File: config.mk
export PLATFORM = sky130hd
export DESIGN_NAME = mem_access_arbiter
export DESIGN_NICKNAME = d
export VERILOG_FILES = /design/src/rtl/mem_access_arbiter_pkg.sv /design/src/rtl/mem_access_arbiter_rr_pick.sv /design/src/rtl/mem_access_arbiter.sv
export SDC_FILE = /design/constraint.sdc
export NUM_CORES = 1
export LEC_CHECK = 0
export BUFFER_PORTS_ARGS = -buffer_cell sky130_fd_sc_hd__buf_2
export CORE_ASPECT_RATIO = 1.5
export CORE_MARGIN = 2
export CORE_UTILIZATION = 52
export DETAILED_ROUTE_END_ITERATION = 6
export GPL_ROUTABILITY_DRIVEN = 0
export GPL_TIMING_DRIVEN = 0
export PLACE_DENSITY_LB_ADDON = 0.08
export SLEW_MARGIN = 20
export SYNTH_ARGS = -nofsm -noshare
export SYNTH_HDL_FRONTEND = slang
export SYNTH_HIERARCHICAL = 1
export SYNTH_SLANG_ARGS = --single-unit
File: constraint.sdc
create_clock -name clk -period 6 [get_ports clk]
set_input_delay 0.6 -clock clk [delete_from_list [all_inputs] [get_ports clk]]
set_output_delay 0.6 -clock clk [all_outputs]
set_load 0.02 [all_outputs]
File: src/rtl/mem_access_arbiter_pkg.sv
// Shared definitions for the memory access arbiter.
//   arb_state_e  : sequencer states (IDLE, ACCESS, RDWAIT)
//   ARB_*        : default parameter values for the top level
//   wrap_inc     : increment with wrap at n, used for the round-robin pointer
package mem_access_arbiter_pkg;

  typedef enum logic [1:0] {
    ST_IDLE   = 2'd0,
    ST_ACCESS = 2'd1,
    ST_RDWAIT = 2'd2
  } arb_state_e;

  localparam int ARB_NREQ   = 4;
  localparam int ARB_ADDR_W = 10;
  localparam int ARB_DATA_W = 4;

  function automatic int wrap_inc(input int v, input int n);
    return (v + 1 >= n) ? 0 : v + 1;
  endfunction

endpackage

File: src/rtl/mem_access_arbiter_rr_pick.sv
// Round-robin winner selection (purely combinational).
//   req     : request vector
//   ptr     : index holding highest priority this round
//   winner  : one-hot winner (all zero when req is zero)
//   win_idx : binary index of the winner (0 when req is zero)
// The search starts at ptr and walks upward, wrapping at NREQ.
module rr_pick #(
  parameter int NREQ  = 4,
  parameter int IDX_W = 2
) (
  input  logic [NREQ-1:0]  req,
  input  logic [IDX_W-1:0] ptr,
  output logic [NREQ-1:0]  winner,
  output logic [IDX_W-1:0] win_idx
);

  int   j;
  logic found;

  always_comb begin
    winner  = '0;
    win_idx = '0;
    found   = 1'b0;
    j       = 0;
    for (int k = 0; k < NREQ; k++) begin
      j = int'(ptr) + k;
      if (j >= NREQ) j = j - NREQ;
      if (!found && req[j]) begin
        found     = 1'b1;
        winner[j] = 1'b1;
        win_idx   = IDX_W'(j);
      end
    end
  end

endmodule

File: src/rtl/mem_access_arbiter.sv
// Round-robin arbiter/sequencer in front of a single-port sync-read array.
//   clk, rst   : clock, asynchronous active-high reset
//   req/we     : per-requester request and write flag (req held until gnt)
//   addr/wdata : per-requester operands, packed requester-major
//   gnt        : one-cycle one-hot grant, coincides with the array access
//   rvalid     : one-cycle one-hot read-data-valid, the cycle after a read grant
//   rdata      : read data, meaningful while rvalid is non-zero
//   mem_*      : array port; mem_rdata returns one cycle after a read access
//
// Handshake: a requester raises req with its operands and holds them until
// its gnt bit pulses. Operands are taken only when the sequencer leaves IDLE;
// after that the access completes regardless of req. req still high in the
// cycle after gnt is treated as a fresh request.
//
// Sequence: IDLE (arbitrate, capture) -> ACCESS (gnt + array strobe)
//           -> RDWAIT (reads only: rvalid) -> IDLE.
module mem_access_arbiter
  import mem_access_arbiter_pkg::*;
#(
  parameter int NREQ   = ARB_NREQ,
  parameter int ADDR_W = ARB_ADDR_W,
  parameter int DATA_W = ARB_DATA_W
) (
  input  logic                   clk,
  input  logic                   rst,
  input  logic [NREQ-1:0]        req,
  input  logic [NREQ-1:0]        we,
  input  logic [NREQ*ADDR_W-1:0] addr,
  input  logic [NREQ*DATA_W-1:0] wdata,
  output logic [NREQ-1:0]        gnt,
  output logic [NREQ-1:0]        rvalid,
  output logic [DATA_W-1:0]      rdata,
  output logic                   mem_en,
  output logic                   mem_we,
  output logic [ADDR_W-1:0]      mem_addr,
  output logic [DATA_W-1:0]      mem_wdata,
  input  logic [DATA_W-1:0]      mem_rdata
);

  localparam int IDX_W = (NREQ > 1) ? $clog2(NREQ) : 1;

  arb_state_e       state;
  logic [IDX_W-1:0] ptr;
  logic [IDX_W-1:0] cur_idx;
  logic             cur_we;
  logic [DATA_W-1:0] rdata_hold;

  logic [NREQ-1:0]  win_oh;
  logic [IDX_W-1:0] win_idx;

  rr_pick #(
    .NREQ  (NREQ),
    .IDX_W (IDX_W)
  ) u_rr_pick (
    .req     (req),
    .ptr     (ptr),
    .winner  (win_oh),
    .win_idx (win_idx)
  );

  // The array returns read data during RDWAIT itself, so rdata is passed
  // straight through in that state and otherwise shows the registered copy
  // taken at the end of the last RDWAIT. Reset clears both paths at once.
  assign rdata = (state == ST_RDWAIT) ? mem_rdata : rdata_hold;

  always_ff @(posedge clk or posedge rst) begin
    if (rst) begin
      state      <= ST_IDLE;
      ptr        <= '0;
      cur_idx    <= '0;
      cur_we     <= 1'b0;
      gnt        <= '0;
      rvalid     <= '0;
      mem_en     <= 1'b0;
      mem_we     <= 1'b0;
      mem_addr   <= '0;
      mem_wdata  <= '0;
      rdata_hold <= '0;
    end else begin
      case (state)
        ST_IDLE: begin
          if (|req) begin
            // Outputs for the ACCESS cycle are loaded here so they are
            // registered and appear exactly one cycle after sampling.
            state     <= ST_ACCESS;
            cur_idx   <= win_idx;
            cur_we    <= we[win_idx];
            gnt       <= win_oh;
            mem_en    <= 1'b1;
            mem_we    <= we[win_idx];
            mem_addr  <= addr[win_idx*ADDR_W +: ADDR_W];
            mem_wdata <= wdata[win_idx*DATA_W +: DATA_W];
          end
        end
        ST_ACCESS: begin
          gnt    <= '0;
          mem_en <= 1'b0;
          mem_we <= 1'b0;
          // The requester just served drops to lowest priority.
          ptr    <= IDX_W'(wrap_inc(int'(cur_idx), NREQ));
          if (cur_we) begin
            state <= ST_IDLE;
          end else begin
            state  <= ST_RDWAIT;
            rvalid <= gnt;  // gnt still holds the winner's one-hot here
          end
        end
        ST_RDWAIT: begin
          rvalid     <= '0;
          rdata_hold <= mem_rdata;
          state      <= ST_IDLE;
        end
        default: state <= ST_IDLE;
      endcase
    end
  end

endmodule

Word-level counts from Yosys, hierarchy flattened
Cells that the tools add are included.

$lt $le $gt $ge: 14. Muxes and demuxes: 50. Eq/ne operators: 4. Add/sub/neg operators: 8. Bitwise logic cells: 3. Reduce and logical (&&, ||, !) cells: 17. Shift-type cells: 2. Multiply operators: 1.

Operators by type and width (number): >= comparator 32 x 1 -> 1 bit, second input constant (4); less-than comparator 32 x 4 -> 1 bit, second input constant (4); two-way mux 32 bit (4); >= comparator 32 x 4 -> 1 bit, second input constant (3); subtractor 32 x 4 -> 32 bit, second input constant (3); indexed part select 40 x 7 -> 10 bit (1); two-way mux 4 bit (7); two-way mux 1 bit (18); one-hot mux 4 bit (2 select lines) (2); indexed part select 16 x 5 -> 4 bit (1); two-way mux 2 bit (7); bitwise OR 4 bit (3); binary-select mux 1 bit (select 2 bit) (5); demux 1 bit (select 2 bit) (4); logical AND 1 bit (7); adder 2 x 1 -> 3 bit, second input constant (2); adder 2 x 2 -> 3 bit, second input constant (2); AND reduction 2 bit (3); multiplier 2 x 3 -> 5 bit, second input constant (1); != test 2 bit, second input constant (2); one-hot mux 1 bit (2 select lines) (2); one-hot mux 2 bit (2 select lines) (1); nonzero test 2 bit (2); OR reduction 4 bit (1); other kinds (8) (10).

Output and inout port bits: 28. Logic and storage cells: 110. Input port bits: 70. Register bits: 35.

Logic depth before layout (Yosys ltp)
Gate-level depths: netlist of run 1.

Depth in word-level cells: 19. Mapped depth: 13. Depth with buffers taken out: 10.

By module
The synthesis of run 1 kept the hierarchy.

By module, submodules not included: mem_access_arbiter (instances 1, cells each 118, area an instance 1815.5 µm², sequential area each 875.8 µm²); rr_pick (instances 1, cells each 49, area an instance 456.7 µm², sequential area each 0.0 µm²).

Least setup slack after synthesis of run 1
OpenSTA, ideal clock, no wires.

Kind: register -> register. Start point: reg ptr[0]. End point: reg mem_addr[0]. Cell stages (with the launch flop): 13. Clock period less this slack: 3286 ps. Setup slack: 2714 ps. Buffers on the path: 3. Setup time: 125 ps. Data arrival time: 3162 ps. Required time: 5875 ps. Path through: dfrtp_1 > buf_2 > inv_1 > ha_1 > mux4_2 > nor2b_4 > o21ai_1 > and3_1 > o22ai_1 > clkbuf_1 > buf_2 > mux4_2 > mux2_2.

Longest elaborated chain between the ends: 17. Elaborated cells on any way between the ends: 42. Those cells by class: add/sub (7); mul (1); order compare (4); shift (1); mux (23); reduce/logical (6).

RTL lines: start, declared (line mem_access_arbiter.sv:43) `logic [IDX_W-1:0] ptr;`; start signal, assigned (line mem_access_arbiter.sv:100) `ptr <= IDX_W'(wrap_inc(int'(cur_idx), NREQ));`; parallel branches: the longest is 14 deep, another holds subtractor 32 x 4 -> 32 bit; two-way mux 2 bit (*) (line mem_access_arbiter_rr_pick.sv:28) `if (!found && req[j]) begin`; via win_idx[1] (line mem_access_arbiter.sv:49) `logic [IDX_W-1:0] win_idx;`; multiplier 2 x 3 -> 5 bit (*) (line mem_access_arbiter.sv:91) `mem_addr <= addr[win_idx*ADDR_W +: ADDR_W];`; indexed part select 40 x 7 -> 10 bit (*) (line mem_access_arbiter.sv:91); end signal, assigned (line mem_access_arbiter.sv:91); end, declared (line mem_access_arbiter.sv:35) `output logic [ADDR_W-1:0] mem_addr,`.

Mark *: on every way through the listed nets, which the timed path passes. The select of a mux whose other input is x is not followed. A chain may end at the register's enable or synchronous reset.

Worst setup path after layout of run 1
Ends and elaborated chain as after synthesis.

==> flow_summary.json, run 1 <==
{
  "syn2layout_area_growth_pct": 29.7,
  "cts_tree": "yes",
  "post-cts-setup-buffers": 0,
  "wl_per_cell_um": 15.1,
  "fin_tns_setup_ns": 0,
  "timing.final.crit_share": 0.639,
  "power_switching_w": 0.000760,
  "pwr-share-clk": 0.129,
  "cts_sinks": 35,
  "worstPathArrival_ns": 4.00,
  "die_x_um": 58.0,
  "synthCells": 167,
  "dp_hpwl_mm": 3.88,
  "crit_path_max_incr_delay_ns": 0.52,
  "max_slew.worst_pin.slew_ns": 0.709,
  "p_int_w": 0.00116,
  "die_area_um2": 4930,
  "grtUsageTotal": 0.222,
  "power.total_w": 0.00192,
  "synth_cell_types": 33,
  "die_h_um": 85.0,
  "fin_ws_ns": 2.17,
  "antenna_left": 0,
  "relSlewSlack": 0.526,
  "crit_fanout": 10,
  "synth.avg_cell_area_um2": 13.6,
  "cts_buffers": 5,
  "busiest_layer": "met2",
  "critPathRequiredTime_ns": 6.17,
  "status": "complete, no violations",
  "nets": 350,
  "pre_cts_slack_ns": 2.19,
  "pwr-share-comb": 0.644,
  "grt_use_met2": 0.416,
  "core_area_um2": 4210,
  "cts_resized": 0,
  "cts_root_buffer": "clkbuf_8",
  "p_sw_frac": 0.396,
  "synth_top_flop_cell": "dfrtp_1",
  "grt_pass1_wl_mm": 8.50,
  "postCtsHoldBufs": 0,
  "crit_slowest_cell": "dfrtp_1",
  "drt-pass1-iter-count": 4,
  "first_iter_violations": 68,
  "maxCapViolations": 0,
  "powerDensity_nw_per_um2": 650,
  "htree_levels": 2,
  "grt_pass1_vias": 2014,
  "worstSetupPathType": "reg -> reg",
  "grt_max_degree": 36,
  "finalMaxSlewViolations": 0,
  "min_path_type": "in -> async",
  "antenna_found_initial": 0,
  "path_clk_slew_ns": 0.07,
  "netlist_area_um2": 2270,
  "grtUsageMet3": 0.0549,
  "synth_edf_count": 0,
  "setup_viol": 0,
  "syn_nets": 246,
  "placement_rows": 29,
  "critical_path_buf_inv_count": 4,
  "crit_family": "multiplexers",
  "fmax_mhz": 261,
  "seqPwrFrac": 0.227,
  "ys_seq_elements": 35,
  "ioPinCount": 98,
  "io_buffer_count": 97,
  "antennaDiodeCount": 0,
  "final_hold_viol_count": 0,
  "drive_gt1_frac": 0.555,
  "p_leak_nw": 1.46,
  "insertion_delay_ns": 0.28,
  "crit_path_cell_trace": "buf_2 > inv_1 > ha_1 > mux4_2 > nor2b_4 > o21ai_1 > and3_1 > o22ai_1 > clkbuf_1 > buf_2 > mux4_2 > mux2_2",
  "final.min_clock_period_ns": 3.83,
  "fin_skew_ns": 0.00414,
  "yosysWarningCount": 6,
  "irDropWorstVdd_uv": 436,
  "drc": 0,
  "holdWs_ns": 0.431,
  "rsz0062_at_grt": "false",
  "vias": 1785,
  "drt-total-wl_mm": 4.80,
  "async_flop_share": 1.00,
  "overflow": 0,
  "vias_per_cell": 5.61,
  "start_util": 0.540,
  "cts_max_path_buffers": 2,
  "endpoint_kind": "flip-flop",
  "seq_area_frac_synth": 0.385,
  "grtUsageMet1": 0.234,
  "startpoint_type": "flip-flop"
}
-- state kept, by name (all words and copies together), names as in the netlist --
signal	flops
mem_we	1
rdata_hold	4
ptr	2
state	2
mem_wdata	4
gnt	4
rvalid	4
cur_we	1
cur_idx	2
mem_en	1
mem_addr	10
-- cells by family (layout without fill, tap and decap cells) --
kind of cell	Yosys count	in the layout	synth area share
flip-flops	35	35	0.385
adder cells (fa/ha/maj)	9	9	0.0496
AND/OR/NAND/NOR	22	22	0.0562
multiplexers	48	48	0.341
AO/OA/AOI/OAI	32	32	0.111
buffers and inverters	21	126	0.0573
-- final timing paths --
kind	from	depth (start not counted)	to	slack, ns
hold reg to reg	cur_we	1	state[1]	0.46
max in group asynchronous	rst	2	ptr[0]	5.12
setup / recovery	ptr[0]	12	mem_addr[0]	2.17
min in group clk	cur_we	1	state[1]	0.46
hold / removal	rst	2	mem_wdata[2]	0.43
setup reg to reg	ptr[0]	12	mem_addr[0]	2.17
-- power by group through the flow --
stage                     sequential [W]  clock [W]  combinational [W]
after detailed placement        0.000439          0            0.00124
after CTS                       0.000437   0.000254            0.00125
after floorplan                 0.000516          0           0.000895
after global placement          0.000435          0            0.00123
after global routing            0.000453   0.000263            0.00135
final                           0.000436   0.000248            0.00123
-- worst register-to-register path, cell delays in order (launching register included) --
cell      delay (ns)
dfrtp_1         0.52
buf_2           0.29
inv_1           0.13
ha_1            0.44
mux4_2          0.48
nor2b_4         0.22
o21ai_1         0.09
and3_1          0.19
o22ai_1         0.14
clkbuf_1        0.32
buf_2           0.31
mux4_2          0.33
mux2_2          0.27
-- cell usage after synthesis, types with 2 or more instances --
| cell | number | share of area |
|---|---|---|
| dfrtp_1 | 35 | 0.39 |
| o21ai_1 | 6 | 0.013 |
| mux4_2 | 11 | 0.11 |
| buf_2 | 4 | 0.0088 |
| nor2_1 | 5 | 0.0083 |
| mux2_2 | 21 | 0.10 |
| o31ai_1 | 2 | 0.0066 |
| nand2_1 | 9 | 0.015 |
| buf_6 | 4 | 0.020 |
| mux4_1 | 8 | 0.093 |
| inv_1 | 10 | 0.017 |
| a22oi_1 | 8 | 0.026 |
| mux2i_1 | 8 | 0.035 |
| ha_1 | 9 | 0.050 |
| a22o_1 | 9 | 0.035 |
-- layout by cell type, fill, tap and decap left out, types with 2 or more instances in the layout --
cell / Yosys / layout
bufinv_16: 0 / 2
clkbuf_1: 1 / 2
ha_1: 9 / 9
inv_2: 1 / 2
o31ai_1: 2 / 2
nor2_1: 5 / 5
inv_1: 10 / 9
mux4_1: 8 / 8
o21ai_1: 6 / 6
clkbuf_8: 0 / 5
buf_2: 4 / 101
a22oi_1: 8 / 8
mux2i_1: 8 / 8
a22o_1: 9 / 9
buf_6: 4 / 4
dfrtp_1: 35 / 35
mux4_2: 11 / 11
nand2_1: 9 / 9
mux2_2: 21 / 21
-- through the flow --
| step | cell area, µm² | util | std cells |
|---|---|---|---|
| global placement | 2820 | 0.669 | 310 |
| detailed placement | 2820 | 0.669 | 310 |
| finish | 2950 | 0.700 | 318 |
| CTS | 2950 | 0.700 | 318 |
| global route | 2950 | 0.700 | 318 |
| floorplan | 2270 | - | 167 |
-- layout make-up --
class,instances,area [µm²]
fillers,340,1260
repair buffers,97,485
plain buffers,10,88.8
clock buffers,6,72.6
flip-flops and latches,35,876
clock inverters,2,60.1
inverters,11,41.3
multi-input cells,111,1270
well taps,46,57.6
-- per-layer routing --
layer	wire (µm)	up-vias
li1	-	848
met1	1720	865
met2	2740	67
met3	300	5
met4	39	0
met5	0	-
(Power assumes the default switching activity.)
==> inputs of run 2 (changes only) <==
- CORE_UTILIZATION: 52 -> 48
- clock period: 6 -> 3.71 ns (I/O delays scaled with it)
==> flow_summary.json, run 2 (same netlist as run 1, synthesis figures left out) <==
{
  "dp_hpwl_mm": 3.79,
  "grt_pass1_vias": 1783,
  "die_x_um": 60.2,
  "most-common-layout-cells": "100 x buf_2, 34 x dfrtp_1, 21 x mux2_2, 11 x mux4_2",
  "final_common_cell": "buf_2",
  "overflow": 0,
  "fmax_mhz": 289,
  "place_area_um2": 2840,
  "crit_fanout": 10,
  "wl_per_cell_um": 14.2,
  "timing.final.crit_share": 0.934,
  "regToRegStartpoint": "ptr[0]",
  "die_h_um": 88.3,
  "irDropWorstVdd_uv": 554,
  "largest_reg_flops": 10,
  "htree_levels": 2,
  "antenna_left": 0,
  "max_slew.worst_pin.slew_ns": 0.715,
  "vias": 1819,
  "design_area_um2": 2940,
  "cts_buffers": 5,
  "finalMaxSlewViolations": 0,
  "critPathRequiredTime_ns": 3.89,
  "grt_max_degree": 36,
  "path_clk_slew_ns": 0.07,
  "fin_skew_ns": 0.00907,
  "multi_input_area_um2": 1270,
  "first_iter_violations": 43,
  "syn2layout_area_growth_pct": 29.5,
  "endpoint_kind": "flip-flop",
  "drc": 0,
  "cts_sinks": 35,
  "start_util": 0.500,
  "reg2reg_to": "mem_wdata[2]",
  "top_register": "mem_addr",
  "drt-total-wl_mm": 4.79,
  "post-route-util": 0.648,
  "drt-pass1-iter-count": 4,
  "grt_pass1_wl_mm": 7.72,
  "rr_worst_depth": 12,
  "cts_max_path_buffers": 2,
  "antenna_found_initial": 0,
  "status": "complete, no violations",
  "ioPinCount": 98,
  "core_area_um2": 4540,
  "vias_per_cell": 5.38,
  "fill_cells": 382,
  "maxCapViolations": 0,
  "relSlewSlack": 0.522,
  "seq_area_um2": 877,
  "p_leak_nw": 1.45,
  "insertion_delay_ns": 0.29,
  "die_area_um2": 5310,
  "final.min_clock_period_ns": 3.47,
  "rsz0062_at_grt": "false",
  "min_path_type": "in -> async",
  "fin_tns_setup_ns": 0,
  "antennaDiodeCount": 0,
  "worstPathArrival_ns": 3.65,
  "nets": 352,
  "cts_root_buffer": "clkbuf_8",
  "startpoint_type": "flip-flop",
  "io_buffer_count": 97,
  "grtUsageTotal": 0.193,
  "drive_gt1_frac": 0.566,
  "worstSetupPathType": "reg -> reg",
  "cts_tree": "yes",
  "final_hold_viol_count": 0,
  "setup_viol": 0,
  "regToRegSetupSlack_ns": 0.24,
  "placement_rows": 30,
  "powerDensity_nw_per_um2": 1020
}
[run 2: changes by cell type in the layout (fill, tap and decap cells not counted), sizes merged]
cell / change
clkinvlp: +1
clkbuf: +1
buf: +1
bufinv: -2
clkinv: +1
[run 2: through the flow]
step / worst slack (ns) / total power, W / hold WS, ns / instances
after CTS: 0.0304 / 0.00301 / 0.219 / 336
after global placement: -0.0648 / 0.00269 / 0.432 / 328
after detailed placement: -0.0955 / 0.00273 / 0.444 / 328
after global routing: 0.0446 / 0.00325 / 0.241 / 338
after floorplan: 0.424 / 0.00228 / 0.426 / 167
final: 0.245 / 0.00301 / 0.190 / 338
[run 2: timing repair]
action	in CTS	in global routing
hold buffers	0	0
setup endpoints to repair	8	10
buffers inserted	0	2
resized for setup	1	2
[run 2: worst max path at each step]
| stage | from | end | slack, ns | depth (start not counted) |
|---|---|---|---|---|
| after CTS | ptr[0] | mem_wdata[2] | 0.03 | 12 |
| final | ptr[0] | mem_wdata[2] | 0.24 | 12 |
| after floorplan | ptr[0] | mem_addr[0] | 0.42 | 12 |
| after detailed placement | ptr[0] | mem_wdata[2] | -0.1 | 12 |
| after global routing | ptr[0] | mem_wdata[2] | 0.04 | 12 |
| after global placement | ptr[0] | mem_wdata[2] | -0.06 | 12 |
[run 2: final cells by class]
class	count	share of cell area
Tap cell	64	0.0272
Clock inverter	2	0.00425
Buffer	10	0.0315
Sequential cell	35	0.298
Inverter	11	0.0140
Clock buffer	6	0.0247
Multi-Input combinational cell	111	0.430
Timing Repair Buffer	99	0.170
[run 2: worst max-delay path, cell delays in order (launching register included)]
cell and delay, ns:
dfrtp_2 0.46, buf_2 0.25, inv_1 0.13, ha_1 0.43, mux4_2 0.40, nor2b_4 0.20, o21ai_1 0.09, and3_1 0.19
o22ai_1 0.14, clkbuf_2 0.24, clkbuf_4 0.25, mux4_2 0.32, mux2_2 0.27
[run 2: power by group]
part | internal, W | switching [W]
logic | 0.00106 | 0.000976
clock network | 0.000131 | 0.000140
registers | 0.000578 | 0.000128
[run 2: per-layer routing]
metal | share of wire | wire length (µm) | GRT usage | vias up
met4 | 0.016 | 79 | 0.0727 | 0
met1 | 0.37 | 1800 | 0.215 | 889
met3 | 0.069 | 331 | 0.0629 | 8
li1 | - | - | - | 853
met5 | 0 | 0 | 0 | -
met2 | 0.54 | 2580 | 0.337 | 69
==> inputs of run 3 (changes only) <==
- CAP_MARGIN: unset -> 20
- HOLD_SLACK_MARGIN: unset -> 0.1
- PLACE_DENSITY: unset -> 0.92
- PLACE_DENSITY_LB_ADDON: 0.08 -> unset
==> flow_summary.json, run 3 (same netlist as run 1, synthesis figures left out) <==
{
  "die_h_um": 88.3,
  "crit_path_max_incr_delay_ns": 0.47,
  "insertion_delay_ns": 0.28,
  "antennaDiodeCount": 0,
  "relSlewSlack": 0.524,
  "dp_hpwl_mm": 4.09,
  "first_iter_violations": 60,
  "powerDensity_nw_per_um2": 1060,
  "path_clk_slew_ns": 0.07,
  "pre_cts_slack_ns": -0.170,
  "crit_path_cell_trace": "clkbuf_4 > inv_1 > ha_2 > mux4_2 > nor2b_4 > o21ai_1 > and3_1 > o22ai_1 > clkbuf_2 > clkbuf_4 > mux4_2 > mux2_2",
  "status": "complete, no violations",
  "die_x_um": 60.2,
  "rsz0062_at_grt": "false",
  "largest_reg_flops": 10,
  "cts_root_buffer": "clkbuf_8",
  "vias_per_cell": 5.34,
  "cts_tree": "yes",
  "fin_ws_ns": 0.240,
  "final_hold_viol_count": 0,
  "ioPinCount": 98,
  "drt-total-wl_mm": 5.18,
  "p_leak_nw": 1.48,
  "startpoint_type": "flip-flop",
  "htree_levels": 2,
  "wl_per_cell_um": 15.2,
  "timing.final.crit_share": 0.935,
  "die_area_um2": 5310,
  "maxCapViolations": 0,
  "worstSetupPathType": "reg -> reg",
  "final.min_clock_period_ns": 3.47,
  "critPathRequiredTime_ns": 3.88,
  "worstPathArrival_ns": 3.64,
  "antenna_found_initial": 0,
  "dp.cells": 328,
  "fin_tns_setup_ns": 0,
  "drive_gt1_frac": 0.580,
  "antenna_left": 0,
  "overflow": 0,
  "most-common-layout-cells": "99 x buf_2, 33 x dfrtp_1, 21 x mux2_2, 11 x mux4_2",
  "syn2layout_area_growth_pct": 32.7,
  "drt-pass1-iter-count": 4,
  "placement_rows": 30,
  "fmax_mhz": 288,
  "max_slew.worst_pin.slew_ns": 0.712,
  "cts_sinks": 35,
  "endpoint_kind": "flip-flop",
  "drc": 0,
  "grt_pass1_vias": 1828,
  "grt_pass1_wl_mm": 8.07,
  "postCtsHoldBufs": 0,
  "nets": 354,
  "cts_buffers": 5,
  "setup_viol": 0,
  "cts_max_path_buffers": 2,
  "final_common_cell": "buf_2",
  "crit_family": "multiplexers",
  "vias": 1815,
  "instances_no_fill": 340,
  "io_buffer_count": 97,
  "fin_skew_ns": 0.00446,
  "holdWs_ns": 0.201,
  "grt_max_degree": 36,
  "top_register": "mem_addr",
  "grtUsageTotal": 0.201,
  "regToRegSetupSlack_ns": 0.24,
  "finalMaxSlewViolations": 0,
  "min_path_type": "in -> async",
  "crit_slowest_cell": "dfrtp_2",
  "critical_path_buf_inv_count": 4,
  "irDropWorstVdd_uv": 646,
  "crit_fanout": 10,
  "start_util": 0.500,
  "core_area_um2": 4540
}
[run 3: changes by cell type in the layout (fill, tap and decap cells not counted), sizes merged]
cell / previous run / this run
buf: 107 / 108
clkinv: 1 / 0
bufinv: 0 / 2
[run 3: through the flow]
step                      utilization  instance area [µm²]  power (W)
after floorplan                     -                 2270    0.00228
after global placement          0.625                 2840    0.00264
after detailed placement        0.625                 2840    0.00274
after CTS                       0.655                 2980    0.00316
after global routing            0.664                 3020    0.00341
final                           0.664                 3020    0.00320
[run 3: cell type report]
type	count	area (µm²)
Fill cell	362	1530
Multi-Input combinational cell	111	1270
Sequential cell	35	878
Timing Repair Buffer	101	515
Buffer	10	95.1
Tap cell	64	80.1
Clock buffer	5	68.8
Clock inverter	3	67.6
Inverter	11	41.3
[run 3: what timing repair did]
item / in CTS / in global routing
endpoints found under the setup margin: 10 / 10
buffers inserted: 0 / 4
hold endpoints to repair: 0 / 0
resized for setup: 2 / 4
[run 3: path summary, 6_finish.rpt]
path                         startpoint            end  cells past startpoint
hold / removal                      rst    mem_addr[1]                      2
max in group asynchronous           rst         ptr[0]                      2
min in group clk           mem_rdata[2]  rdata_hold[2]                      2
hold reg to reg                  cur_we       state[1]                      1
setup reg to reg                 ptr[0]    mem_addr[0]                     12
setup / recovery                 ptr[0]    mem_addr[0]                     12
[run 3: routing by layer]
layer / part of all wire / vias to the layer above / GRT usage
met3: 0.059 / 10 / 0.0409
met4: 0.017 / 0 / 0.0687
met2: 0.56 / 78 / 0.363
met1: 0.37 / 871 / 0.231
met5: 0 / - / 0
li1: - / 856 / -
[run 3: power breakdown]
part | switching, W | internal (W) | leakage (nW)
clock | 0.000141 | 0.000268 | 0.0644
combinational | 0.00100 | 0.00108 | 0.990
sequential | 0.000128 | 0.000579 | 0.425
total | 0.00127 | 0.00193 | 1.48
